### src/rtl/sync_fifo_pkg.sv
// sync_fifo_pkg
// Shared definitions for the single-clock FIFO slice.
//   ptr_width_of : address width needed for a given entry count
//   ptr_t        : pointer type (address bits plus one wrap bit) for the
//                  default 16-entry configuration
//   ptr_diff     : modular pointer difference; callers truncate the result
//                  to their own pointer width to get the occupancy
package sync_fifo_pkg;

  function automatic int ptr_width_of(input int depth);
    return $clog2(depth);
  endfunction

  localparam int DEFAULT_DEPTH     = 16;
  localparam int DEFAULT_PTR_WIDTH = ptr_width_of(DEFAULT_DEPTH);

  typedef logic [DEFAULT_PTR_WIDTH:0] ptr_t;

  // The pointers wrap modulo 2*DEPTH, so the plain difference truncated
  // to PTR_WIDTH+1 bits is always the true occupancy.
  function automatic logic [31:0] ptr_diff(input logic [31:0] wptr,
                                           input logic [31:0] rptr);
    return wptr - rptr;
  endfunction

endpackage

### src/rtl/sync_fifo_ram.sv
// sync_fifo_ram
// DEPTH x WIDTH storage with one write port and one registered read port.
// The array itself is never reset; only the read-data register is, so
// the FIFO output starts at zero.
// Ports:
//   clk, rst          clock and asynchronous active-high reset
//   wr_en/wr_addr     write strobe and address, wr_data written on the edge
//   rd_en/rd_addr     read strobe and address
//   rd_data           registered read data, holds when rd_en is low
module sync_fifo_ram #(
  parameter int WIDTH      = 8,
  parameter int DEPTH      = 16,
  parameter int ADDR_WIDTH = 4
) (
  input  logic                  clk,
  input  logic                  rst,
  input  logic                  wr_en,
  input  logic [ADDR_WIDTH-1:0] wr_addr,
  input  logic [WIDTH-1:0]      wr_data,
  input  logic                  rd_en,
  input  logic [ADDR_WIDTH-1:0] rd_addr,
  output logic [WIDTH-1:0]      rd_data
);

  logic [WIDTH-1:0] mem [DEPTH];
  logic [WIDTH-1:0] rd_data_q;
  logic [WIDTH-1:0] rd_data_d;

  always_ff @(posedge clk) begin
    if (wr_en) begin
      mem[wr_addr] <= wr_data;
    end
  end

  always_comb begin
    rd_data_d = rd_data_q;
    if (rd_en) begin
      rd_data_d = mem[rd_addr];
    end
  end

  always_ff @(posedge clk or posedge rst) begin
    if (rst) begin
      rd_data_q <= '0;
    end else begin
      rd_data_q <= rd_data_d;
    end
  end

  assign rd_data = rd_data_q;

endmodule

### src/rtl/sync_fifo.sv
// sync_fifo
// Single-clock FIFO with binary wrap-bit pointers, occupancy count,
// programmable almost-full/almost-empty flags and a read-valid strobe.
// Optional macro SYNC_FIFO_ERR_FLAGS_EN adds sticky overflow/underflow.
// Ports:
//   clk, rst        clock, asynchronous active-high reset
//   wr_en, din      write request and data (dropped while full)
//   rd_en           read request (dropped while empty)
//   dout            registered read data, 1-cycle latency
//   dout_valid      pulses the cycle dout holds a newly read word
//   full, empty     occupancy == DEPTH / == 0
//   almost_full     count >= AFULL_THRESH
//   almost_empty    count <= AEMPTY_THRESH
//   count           occupancy 0..DEPTH
//   overflow        sticky, write attempted while full (macro only)
//   underflow       sticky, read attempted while empty (macro only)
module sync_fifo
  import sync_fifo_pkg::*;
#(
  parameter int WIDTH         = 8,
  parameter int DEPTH         = 16,
  parameter int PTR_WIDTH     = ptr_width_of(DEPTH),
  parameter int AFULL_THRESH  = DEPTH - 2,
  parameter int AEMPTY_THRESH = 2
) (
  input  logic                 clk,
  input  logic                 rst,
  input  logic                 wr_en,
  input  logic [WIDTH-1:0]     din,
  input  logic                 rd_en,
  output logic [WIDTH-1:0]     dout,
  output logic                 dout_valid,
  output logic                 full,
  output logic                 empty,
  output logic                 almost_full,
  output logic                 almost_empty,
  output logic [PTR_WIDTH:0]   count
`ifdef SYNC_FIFO_ERR_FLAGS_EN
  ,
  output logic                 overflow,
  output logic                 underflow
`endif
);

  localparam int CW = PTR_WIDTH + 1;
  localparam logic [PTR_WIDTH:0] AFULL_T  = CW'(AFULL_THRESH);
  localparam logic [PTR_WIDTH:0] AEMPTY_T = CW'(AEMPTY_THRESH);

  logic [PTR_WIDTH:0] wptr_q, wptr_d;
  logic [PTR_WIDTH:0] rptr_q, rptr_d;
  logic               dout_valid_q, dout_valid_d;
  logic               wr_accept;
  logic               rd_accept;

  // Flags come straight from the registered pointers, so they reflect an
  // accepted operation one cycle later.
  assign empty = (wptr_q == rptr_q);
  assign full  = (wptr_q[PTR_WIDTH] != rptr_q[PTR_WIDTH]) &&
                 (wptr_q[PTR_WIDTH-1:0] == rptr_q[PTR_WIDTH-1:0]);
  assign count = CW'(ptr_diff(32'(wptr_q), 32'(rptr_q)));
  assign almost_full  = (count >= AFULL_T);
  assign almost_empty = (count <= AEMPTY_T);

  // Each request is gated by its own flag, so full+rd+wr only reads and
  // empty+rd+wr only writes (no write-through).
  assign wr_accept = wr_en & ~full;
  assign rd_accept = rd_en & ~empty;

  always_comb begin
    wptr_d       = wptr_q;
    rptr_d       = rptr_q;
    dout_valid_d = rd_accept;
    if (wr_accept) begin
      wptr_d = wptr_q + 1'b1;
    end
    if (rd_accept) begin
      rptr_d = rptr_q + 1'b1;
    end
  end

  always_ff @(posedge clk or posedge rst) begin
    if (rst) begin
      wptr_q       <= '0;
      rptr_q       <= '0;
      dout_valid_q <= 1'b0;
    end else begin
      wptr_q       <= wptr_d;
      rptr_q       <= rptr_d;
      dout_valid_q <= dout_valid_d;
    end
  end

  assign dout_valid = dout_valid_q;

  sync_fifo_ram #(
    .WIDTH      (WIDTH),
    .DEPTH      (DEPTH),
    .ADDR_WIDTH (PTR_WIDTH)
  ) u_ram (
    .clk     (clk),
    .rst     (rst),
    .wr_en   (wr_accept),
    .wr_addr (wptr_q[PTR_WIDTH-1:0]),
    .wr_data (din),
    .rd_en   (rd_accept),
    .rd_addr (rptr_q[PTR_WIDTH-1:0]),
    .rd_data (dout)
  );

`ifdef SYNC_FIFO_ERR_FLAGS_EN
  logic overflow_q, overflow_d;
  logic underflow_q, underflow_d;

  // Sticky: once set, only rst clears them.
  always_comb begin
    overflow_d  = overflow_q  | (wr_en & full);
    underflow_d = underflow_q | (rd_en & empty);
  end

  always_ff @(posedge clk or posedge rst) begin
    if (rst) begin
      overflow_q  <= 1'b0;
      underflow_q <= 1'b0;
    end else begin
      overflow_q  <= overflow_d;
      underflow_q <= underflow_d;
    end
  end

  assign overflow  = overflow_q;
  assign underflow = underflow_q;
`endif

endmodule

### config.mk
export PLATFORM = sky130hd
export DESIGN_NAME = sync_fifo
export DESIGN_NICKNAME = d
export VERILOG_FILES = /design/src/rtl/sync_fifo_pkg.sv /design/src/rtl/sync_fifo_ram.sv /design/src/rtl/sync_fifo.sv
export SDC_FILE = /design/constraint.sdc
export NUM_CORES = 1
export LEC_CHECK = 0
export ABC_AREA = 1
export ABC_CLOCK_PERIOD_IN_PS = 5300
export CAP_MARGIN = 20
export CORE_ASPECT_RATIO = 2
export CORE_MARGIN = 2
export CORE_UTILIZATION = 40
export CTS_BUF_LIST = sky130_fd_sc_hd__clkbuf_8 sky130_fd_sc_hd__clkbuf_16
export CTS_CLUSTER_DIAMETER = 120
export CTS_CLUSTER_SIZE = 10
export DETAILED_ROUTE_END_ITERATION = 8
export GPL_ROUTABILITY_DRIVEN = 1
export HOLD_SLACK_MARGIN = 0.06
export PLACE_DENSITY = 0.64
export SYNTH_ARGS = -nofsm -noshare
export SYNTH_HDL_FRONTEND = slang
export SYNTH_SLANG_ARGS = --single-unit
### constraint.sdc
create_clock -name clk -period 5.3 [get_ports clk]
set_input_delay 0.795 -clock clk [delete_from_list [all_inputs] [get_ports clk]]
set_output_delay 0.795 -clock clk [all_outputs]
set_load 0.01 [all_outputs]
### Word-level counts from Yosys, hierarchy flattened

Memories as Yosys holds them, arrays and structs flattened. A register that Yosys moved wholly into a read port is not among the register bits.
Index checks and enable logic that the tools add are counted.

* $add $sub $neg: 3
* multiply operators: 0
* div/mod/pow operators: 0
* magnitude comparators: 2
* equality and inequality tests: 3
* shifts and indexed selects: 0
* mux-type cells: 2
* bitwise gates (word level): 4
* reductions and logical operators: 1

Operator list (count)
* $add A5 B1 Y5 const B: 2
* $eq A5 B5 Y1: 1
* $ge A5 B4 Y1 const B: 1
* $le A5 B2 Y1 const B: 1
* $sub A5 B5 Y5: 1
* $eq A4 B4 Y1: 1
* $and A1 B1 Y1: 2
* $mux W1: 2
* $not A1 Y1: 2
* $logic_and A1 B1 Y1: 1
* $ne A1 B1 Y1: 1

* flip-flop bits (word level): 11
* latch bits: 0
* bits in writable memories: 128
* ROM bits: 0
* input bits: 12
* output and inout port bits: 18
* word-level logic and storage cells: 19
* memories kept: 1

Memories
* u_ram.mem: depth 16, bits a word 8, read ports 1, clocked after Yosys merged registers in 1, wr ports 1, line sync_fifo_ram.sv:25 `logic [WIDTH-1:0] mem [DEPTH];`

### Logic depth before layout (Yosys ltp)

* depth after elaboration: 6
* depth in mapped cells: 13
* mapped depth without buffers: 10

### Hierarchy

Synthesis repeated with hierarchy kept, for this count alone.

* cells, all modules: 595
* area, all modules: 6431.2 µm²

By module, submodules not included
* sync_fifo_ram: instances 1, cells each 482, area an instance 5595.4 µm², sequential area each 4043.9 µm²
* sync_fifo: instances 1, cells each 113, area an instance 835.8 µm², sequential area each 275.3 µm²

### Least setup slack after synthesis

Ideal clock, no wire load.

* path type: register to output
* start point: register rptr_q[1]
* end point: output almost_full
* arrival time: 1767 ps
* required time: 4505 ps
* slack: 2738 ps
* cell stages (with the launch flop): 9
* buffers on the path: 2
* cell sequence: dfrtp_1 buf_4 inv_2 buf_2 fa_1 nand3_1 nand2_1 xor2_1 o21bai_1

* longest elaborated chain between the ends: 2

Ends and longest elaborated chain
* start: declaration: line sync_fifo.sv:50 `logic [PTR_WIDTH:0] rptr_q, rptr_d;`
* start signal: assignment: line sync_fifo.sv:88 `rptr_q <= rptr_d;`
* $sub A5 B5 Y5: line sync_fifo_pkg.sv:23 `return wptr - rptr;`
* named net count[4]: line sync_fifo.sv:37 `output logic [PTR_WIDTH:0] count`
* $ge A5 B4 Y1: line sync_fifo.sv:61 `assign almost_full = (count >= AFULL_T);`
* end: declaration: line sync_fifo.sv:35 `output logic almost_full,`

The timed path passes the listed nets, and every way through them passes these cells.

### Final worst setup path

* start point: register rptr_q[2]
* end point: output almost_empty

* longest elaborated chain between the ends: 2

Ends and longest elaborated chain
* $sub A5 B5 Y5: line sync_fifo_pkg.sv:23
* $le A5 B2 Y1: line sync_fifo.sv:62 `assign almost_empty = (count <= AEMPTY_T);`
* end: declaration: line sync_fifo.sv:36 `output logic almost_empty,`

Every way passes these cells.

==> impl_results.md <==
- Fill count: 1,522
- First-pass GRT wire length: 22.4 mm
- Req. time, crit path: 4510 ps
- Antenna Nets Post-Route: 0
- Netlist cell types: 23
- FP Rows: 66
- Reg2Reg Depth: 9
- Crit. End Element: output pin
- Setup slack, reg-to-reg: 2410 ps
- Top-area cell type share of the netlist area: 59.1%
- Wire per inst: 16.5 um
- Crit Path Class: reg2out
- Hold depth: 2
- Hold_sp: u_ram.rd_data[4]$_DFFE_PP0P_
- HPWL after DPL: 8.89 mm
- Final wirelength: 14.3 mm
- Syn Nets: 649
- Die width: 94.1 um
- Post-synthesis cell count: 627
- P&R area growth vs syn: 15.0%
- Leading area contributor after synthesis: edfxtp_1
- Setup Viol. Count Final: 0
- Total die area: 0.0173 mm^2
- Post-CTS Repair Setup Buffers: 0
- Worst-path fanout max: 11
- Pin count of the biggest net entering global routing: 68
- PD cells: 569 mW/mm^2
- PnR worst setup slack: 1570 ps
- # H-tree levels: 4
- Pint: 2.65 mW
- RR Endpoint: u_ram.mem[4][1]$_DFFE_PP_
- Final Skew: 6.99 ps
- Flops & latches, synth: 147
- Core area: 0.0161 mm^2
- Hold Vio Cnt, Final: 0
- Starting Density: 40.4%
- Final period utilization: 70.3%
- Net Sw Frac: 37.8%
- Gr ovfl total: 0
- Min Tclk post-route: 3730 ps
- Sequential share of the synthesized area: 66.4%
- Sw power: 1.61 mW
- CTS Hold Bufs: 0
- Clock network power share: 25.9%
- Peak VDD IR: 0.768 mV
- CTS buffer count: 17
- Final RePlAce weighted congestion: 0.874
- Initial antenna violation count: 0
- Deepest clock path buffer count: 2
- Element type at the critical path start: register
- Number of buffers added on ports: 29
- ANT cells: 0
- Hold Path Class: reg2reg
- Synthesized cell area: 0.00650 mm^2
- Via/cell ratio: 4.93
- Relative slew margins: 40.5%
- # nets final: 674
- Status: complete, no violations
- Gate power share: 38.5%
- Clock sinks: 147
- DRT Pass-1 Iters: 4
- LEAKAGE: 3.12 nW
- Die height: 184 um
- RR Startpoint: rptr_q[1]$_DFFE_PP0P_
- Fin Setup TNS: 0 ps
- Placed cell areas: 0.00691 mm^2
- Worst Hold End: u_ram.rd_data[4]$_DFFE_PP0P_
- Number of global-route vias before repair: 4,189
- Design area: 0.00748 mm^2
- Max Freq: 268 MHz
- Via Count: 4,288
- Transition time of the tightest slew-check pin: 891 ps
- RSZ-0062 raised after global routing: false
- CTS root buf: clkbuf_16
- Seq pwr share: 35.6%
- Synth warn: 0
- Max-cap viol count: 0
- Final Max Slew Viols: 0
- Commonest non-fill, non-tap cells in the layout: 175 x nand2_1, 128 x edfxtp_1, 98 x inv_1
- GRT Util Overall: 17.4%
- Worst-Skew Late Latency: 420 ps
- Worst-path clk slew: 60 ps
- Commonest non-fill, non-tap cell in the layout: nand2_1
- Resized cells post-CTS: 0
- Layout cells sized above 1: 6.77%
- DRC violations left: 0
- Worst Path Arrival: 2930 ps
- Syn Area/Cell: 10.4 um^2
- Top cells by area, synth: edfxtp_1 59%, nand2_1 10%, dfrtp_1 7.3%
- # IOs: 30
- Initial drt markers: 249
- CTS tree: done
- DP Worst Slack: 2030 ps
[Yosys cell counts]
cell type,number
xor2_1,11
clkinv_1,1
o21bai_1,1
edfxtp_1,128
clkbuf_1,3
nand2_1,175
ha_1,9
a21oi_1,19
inv_2,3
nor2_2,1
nand2_2,3
dfrtp_1,19
inv_1,98
o21ai_0,5
nor2_1,32
buf_2,16
inv_4,1
buf_4,4
buf_6,3
nand4_1,1
fa_1,1
nand2_4,1
nand3_1,92
[layout make-up]
class	instances	area, um^2	share of cell area (%)
Clock buffer	17	425	5.69
Multi-Input combinational cell	351	1640	21.9
Sequential cell	147	4320	57.8
Timing Repair Buffer	32	325	4.35
Inverter	103	389	5.20
Clock inverter	15	125	1.67
Tap cell	204	255	3.41
[through the flow]
step	util (%)	hold WS [ps]	power [mW]	instances
final	46.4	541	4.25	869
after global routing	46.4	571	4.50	869
after CTS	46.3	540	4.26	868
after detailed placement	42.9	527	3.16	836
after global placement	42.9	518	3.13	836
after floorplan	-	532	2.60	627
[power groups by stage]
stage / logic (mW) / registers (mW) / clock network [mW]
2_1_floorplan: 1.07 / 1.53 / 0
3_3_place_gp: 1.60 / 1.53 / 0
3_5_place_dp: 1.62 / 1.54 / 0
4_1_cts: 1.64 / 1.51 / 1.11
5_1_grt: 1.81 / 1.53 / 1.16
6_report: 1.64 / 1.51 / 1.10
[sequential cells by signal (all words and copies together), names as in the netlist]
name / flops
u_ram.mem: 128
u_ram.rd_data: 8
rptr_q: 5
dout_valid: 1
wptr_q: 5
[cell families (layout without fill, tap and decap cells)]
group                      count (synthesis)  count (layout)  synth area share (%)
AOI/OAI and AO/OA                         25              25                  1.96
buffers and inverters                    129             167                  8.37
and+or+nand+nor                          305             305                  19.7
DFF                                      147             147                  66.4
xor gates and xnor gates                  11              11                  1.48
adders and majority gates                 10              10                  2.04
[worst max-delay path: stages (launching register included)]
cell and delay, ps:
dfrtp_1 520, inv_1 260, ha_1 420, nand2_1 100
o21ai_0 220, xor2_1 270, nand2_1 80, nor2_1 90
clkdlybuf4s50_1 540
[layer usage]
metal  vias up  GRT usage, %  share of wire [%]
li1       2080             -                  -
met1      2043          22.2                 42
met2       127          28.3                 50
met3        38          2.94                4.8
met4         0          8.58                3.4
met5         -             0                  0
[worst max path at each step]
stage	to	start	cells after the start
after floorplan	almost_full	rptr_q[1]$_DFFE_PP0P_	8
after global placement	almost_empty	rptr_q[2]$_DFFE_PP0P_	8
after detailed placement	almost_empty	rptr_q[2]$_DFFE_PP0P_	8
after CTS	almost_empty	rptr_q[2]$_DFFE_PP0P_	8
after global routing	almost_empty	rptr_q[2]$_DFFE_PP0P_	8
final	almost_empty	rptr_q[2]$_DFFE_PP0P_	8
No activity file was read; power rests on OpenSTA's default activity.
